**config.mk**
```make
export PLATFORM = sky130hd
export DESIGN_NAME = pipe_addsub
export DESIGN_NICKNAME = d
export VERILOG_FILES = /design/src/rtl/pipe_addsub.sv
export SDC_FILE = /design/constraint.sdc
export NUM_CORES = 1
export LEC_CHECK = 0
export ABC_AREA = 1
export CORE_ASPECT_RATIO = 1.4
export CORE_UTILIZATION = 30
export CTS_BUF_LIST = sky130_fd_sc_hd__clkbuf_4 sky130_fd_sc_hd__clkbuf_8
export DETAILED_ROUTE_END_ITERATION = 10
export PLACE_DENSITY = 0.6
export SLEW_MARGIN = 10
export SYNTH_ARGS = -nofsm -noshare
export SYNTH_HDL_FRONTEND = slang
export SYNTH_SLANG_ARGS = --single-unit
```
**constraint.sdc**
```tcl
create_clock -name clk -period 1.55 [get_ports clk]
set_clock_uncertainty 0.2 [all_clocks]
set_input_delay 0.3875 -clock clk [delete_from_list [all_inputs] [get_ports clk]]
set_output_delay 0.3875 -clock clk [all_outputs]
set_load 0.05 [all_outputs]
```
**src/rtl/pipe_addsub.sv**
```systemverilog
// Pipelined add/subtract unit with valid/ready on both sides, an in-order tag
// sideband and optional saturation. Each stage holds {valid, flag+result, tag}.
module pipe_addsub #(
  parameter int WIDTH    = 8,
  parameter int LATENCY  = 3,
  parameter int SATURATE = 0,
  parameter int TAG_W    = 4
) (
  input  logic               clk,
  input  logic               rst_n,
  input  logic               in_valid,
  output logic               in_ready,
  input  logic [WIDTH-1:0]   in_a,
  input  logic [WIDTH-1:0]   in_b,
  input  logic               in_op,
  input  logic [TAG_W-1:0]   in_tag,
  output logic               out_valid,
  input  logic               out_ready,
  output logic [WIDTH:0]     out_sum,
  output logic [TAG_W-1:0]   out_tag
);

  // Handshake: a transfer happens on a rising edge when valid && ready on that
  // port; in_ready never depends on in_valid and out_valid never depends on in_valid.

  logic               s_valid [LATENCY];
  logic [WIDTH:0]     s_sum   [LATENCY];
  logic [TAG_W-1:0]   s_tag   [LATENCY];
  logic [LATENCY-1:0] s_load;
  logic               run;
  logic               in_fire;
  logic [WIDTH:0]     raw;
  logic [WIDTH:0]     res;

  // A stage may take new contents when it, or any stage after it, is empty,
  // or when the tail is being drained this cycle (bubbles collapse).
  always_comb begin
    logic free;
    free   = out_ready;
    s_load = '0;
    for (int i = LATENCY - 1; i >= 0; i--) begin
      free      = free || !s_valid[i];
      s_load[i] = free;
    end
  end

  assign in_ready = run && s_load[0];
  assign in_fire  = in_valid && in_ready;

  // Bit WIDTH of the widened sum/difference is the carry or the borrow.
  always_comb begin
    raw = in_op ? ({1'b0, in_a} - {1'b0, in_b}) : ({1'b0, in_a} + {1'b0, in_b});
    res = raw;
    if (SATURATE != 0 && raw[WIDTH]) begin
      res[WIDTH-1:0] = in_op ? '0 : '1;
    end
  end

  // in_ready stays low until the first edge after reset release.
  always_ff @(posedge clk or negedge rst_n) begin
    if (!rst_n) run <= 1'b0;
    else        run <= 1'b1;
  end

  always_ff @(posedge clk or negedge rst_n) begin
    if (!rst_n) begin
      for (int i = 0; i < LATENCY; i++) begin
        s_valid[i] <= 1'b0;
        s_sum[i]   <= '0;
        s_tag[i]   <= '0;
      end
    end else begin
      for (int i = LATENCY - 1; i >= 1; i--) begin
        if (s_load[i]) begin
          s_valid[i] <= s_valid[i-1];
          if (s_valid[i-1]) begin
            s_sum[i] <= s_sum[i-1];
            s_tag[i] <= s_tag[i-1];
          end
        end
      end
      if (s_load[0]) begin
        s_valid[0] <= in_fire;
        if (in_fire) begin
          s_sum[0] <= res;
          s_tag[0] <= in_tag;
        end
      end
    end
  end

  assign out_valid = s_valid[LATENCY-1];
  assign out_sum   = s_sum[LATENCY-1];
  assign out_tag   = s_tag[LATENCY-1];

endmodule

```
# Word level (Yosys, flattened, before mapping)
# Cells that the tools add are included.
# totals
inputBits,25
ff_bits,43
out_inout_bits,15
# classes
reduce_logical,11
n_mux,1
addsub,2
# op_table
op,count
8-bit by 8-bit adder with 9-bit output,1
9-bit two-way mux,1
8-bit by 8-bit subtractor with 9-bit output,1
2-bit AND reduction,3
1-bit zero test,3
1-bit logical OR,3
1-bit logical AND,2

# Logic depth before layout (Yosys ltp)
# logic_depth
ltp_word,7
ltp_mapped,16

# Worst setup path after synthesis
# Ideal clock, no wire load.
# synth_path
path_kind,input to register
startpoint,in in_b[0]
endpoint,reg s_sum[21] in the netlist's numbering
required_ns,1.229
slack_ns,-0.549
path_buffers,0
arrival_time_ns,1.778
stages,10
path_cell_list,inv_1 > ha_1 > nor2_1 > nor2_1 > a22oi_1 > ha_1 > or2_2 > nand2_1 > xor2_1 > o21ai_2
# synth_between
elab_chain_len,2
# synth_lines
item,line_no,source
"start, declared",14,"input logic [WIDTH-1:0] in_b,"
8-bit by 8-bit adder with 9-bit output / 8-bit by 8-bit subtractor with 9-bit output (equally long branches),52,"raw = in_op ? ({1'b0, in_a} - {1'b0, in_b}) : ({1'b0, in_a} + {1'b0, in_b});"
9-bit two-way mux *,52,
"end signal, assigned by index",77,s_sum[i] <= s_sum[i-1];
"end, declared",27,logic [WIDTH:0] s_sum [LATENCY];
# Every way passes the cells marked *; elsewhere a longest branch is shown, timed or not.
# A chain may end at the register's enable or synchronous reset.

# Worst setup path in the final report
# layout_path
startpoint,in in_b[0]
endpoint,reg s_sum[25] in the netlist's numbering
# Same word-level chain as after synthesis.

==> qor.txt <==
status: complete, but fails checks
failing checks: negative setup slack
Hold WC Path Type: flop to flop
cell mode on critical path: nand2_1
HPWL after DPL: 3.25 mm
WP buf/inv: 3
WL/cell: 9.97 um
Synth top area share: 45.3%
GRT Overall Usage: 11.8%
commonest non-fill, non-tap cell in the layout: nand2_1
register area share after synthesis: 45.3%
Pint: 2.92 mW
CP top delay family: simple AND/OR/NAND/NOR gates
kind of critical path: input port to flop
Max-Cap Viols: 0
Vias/cell: 4.22
Final Power: 4.52 mW
Post-synth EDFFs: 0
Pwr Density: 1240 nW/um2
post-synth top area cell: dfrtp_1
DIE HEIGHT: 107 um
switching share of power: 35.3%
via count: 1876
most frequent cells in the layout: 50 x nand2_1, 42 x dfrtp_1, 28 x inv_1
RSZ-0062 raised after global routing: yes
Leak: 1.76 nW
CP Capture Type: flop
antenna fix cells: 0
final WL: 4.44 mm
Placement Cell Area: 3170 um2
Synth Flop Type: dfrtp_1
Post-layout nets: 379
Synth Instances: 281
final std cells w/o fill: 445
DIE AREA: 8280 um2
Clk pwr share: 19.3%
CTS tree: done
Critical Path AT: 1860 ps
Placed Instances: 420
antenna violations before repair: 0
CTS root buf: clkbuf_8
Netlist cell types: 29
total CTS buffers: 5
vias in the first global route: 1877
Skew-Pair Late Insertion Delay: 290 ps
Synthesized Nets: 316
synthesized area: 2370 um2
Hold Fails Final Rpt: 0
count of final setup violators: 12
gr ovfl total: 0
Synth Register Bits: 43
global-route wire length before repair: 7.83 mm
VDD IR-drop max: 0.000548 V
Critical Path, Cell by Cell: buf_12, inv_12, nand3_4, nor2_4, nand2_1, nand2_2, xnor2_2, inv_2, ha_4, nand2_4, nor2_4, nand3_2, nand2_1, nand2_1, nand3_1, nand2_1
maximum root-to-sink buffer count: 2
Crit Path Max Fanout: 4
part of the power in registers: 36.0%
ys async rst share: 100%
Ports: 40
DP Worst Slack: -1210 ps
Initial Utilization: 30.8%
crit path time final: 1880 ps
chip width: 77.2 um
IO buf count: 39
post-route cell area: 3630 um2
largest net degree at the start of global routing: 44
Area growth, synth to finish: 52.8%
Comb power frac: 44.7%
Sw Pwr: 1.59 mW
CP startpoint kind: input port
layout cells sized above 1: 42.0%
top cells by area, synth: dfrtp_1 45%, nand2_1 11%, inv_1 6.2%
Fmax achieved: 532 MHz
CTS HTree Levels: 2
period utilisation layout: 121%
final setup margin: -329 ps
Hold Slack: 286 ps
Critical Path RT: 1530 ps
initial drt markers: 43
RD Place Congestion: 0.737
drc violations: 0
slowest CP cell: ha_4
Core Box Area: 7700 um2
Syn Area/Cell: 8.45 um2
row count: 38
DRT Pass-1 Iters: 4
Final ANT Viol Nets: 0
Reg clk slew, reported paths: 80 ps
crit-path max cell delay: 290 ps
Max Transition Viols Final: 0
clock sink count: 43
Syn. warnings: 0
-- power by group through the flow --
stage / combinational [mW] / clock [mW] / sequential [mW]
3_3_place_gp: 1.86 / 0 / 1.63
3_5_place_dp: 1.88 / 0 / 1.64
6_report: 2.02 / 0.872 / 1.62
5_1_grt: 2.17 / 0.947 / 1.66
2_1_floorplan: 1.25 / 0 / 1.55
4_1_cts: 1.94 / 0.901 / 1.62
-- per-stage QoR --
| stage | TNS [ps] | utilization (%) |
|---|---|---|
| 2_1_floorplan | -2820 | - |
| 3_3_place_gp | -17250 | 41.1 |
| 3_5_place_dp | -17620 | 41.1 |
| 4_1_cts | -2040 | 44.5 |
| 5_1_grt | -3280 | 47.1 |
| 6_report | -2320 | 47.1 |
-- worst register-to-register path, delay by kind of cell (launching register included) --
kind	cells	cell delay (ps)
buffers and inverters	3	380
and+or+nand+nor	7	540
DFF	1	430
-- kinds of logic (layout without fill, tap and decap cells) --
logic type / Yosys count / count (layout) / synth area share [%]
muxes: 3 / 3 / 1.42
AOI/OAI and AO/OA: 35 / 35 / 7.96
and+or+nand+nor: 123 / 123 / 24.1
adders and majority gates: 10 / 10 / 5.58
DFF: 43 / 43 / 45.3
xor gates and xnor gates: 6 / 6 / 2.21
other: 1 / 1 / 0.158
buffers and inverters: 60 / 124 / 13.3
-- flip-flops by register name, summed over array words and instances (netlist names) --
signal and count:
s_sum 18, s_tag 8, run 1, out_valid 1, out_sum 9, s_valid 2
out_tag 4
-- repair_timing --
item,in CTS,in global routing
setup buffers,6,13
hold endpoints to repair,43,0
gates cloned,0,0
pin swaps,43,28
setup endpoints to repair,14,15
resized for setup,74,32
hold buffers,1,0
-- per-layer routing --
layer / share of wire (%) / up-vias / global-route usage, %
li1: - / 978 / -
met1: 39 / 859 / 11.4
met2: 57 / 33 / 24.0
met3: 2.3 / 6 / 1.86
met4: 1.9 / 0 / 5.26
met5: 0 / - / 0
-- area by class of cell --
class                   instances  area [um2]
well taps                     100         125
repair buffers                 75         856
multi-input cells             178        1250
fillers                       758        4070
clock inverters                 2        35.0
inverters                      41         205
flip-flops and latches         43        1080
clock buffers                   6        82.6
-- final timing paths --
| kind | cells after the start | slack, ps | end | startpoint |
|---|---|---|---|---|
| max | 16 | -330 | s_sum[25] | in_b[0] |
| min | 2 | 290 | s_tag[7] | s_tag[7] |
| max reg2reg | 10 | -60 | s_sum[26] | out_valid |
| min reg2reg | 2 | 290 | s_tag[7] | s_tag[7] |
| max in group asynchronous | 3 | 530 | s_sum[17] | rst_n |
| min in group asynchronous | 3 | 410 | out_tag[2] | rst_n |
-- Yosys cell counts, drive strengths merged, types with 2 or more instances --
master  instances
buf            18
mux2            3
dfrtp          43
ha              9
a21oi          12
nand3          10
xor2            4
xnor2           2
nand3b          7
inv            41
o21ai          22
nand2          79
nor2           24
or2             3
Note: power is estimated with default switching activity, not from simulation.
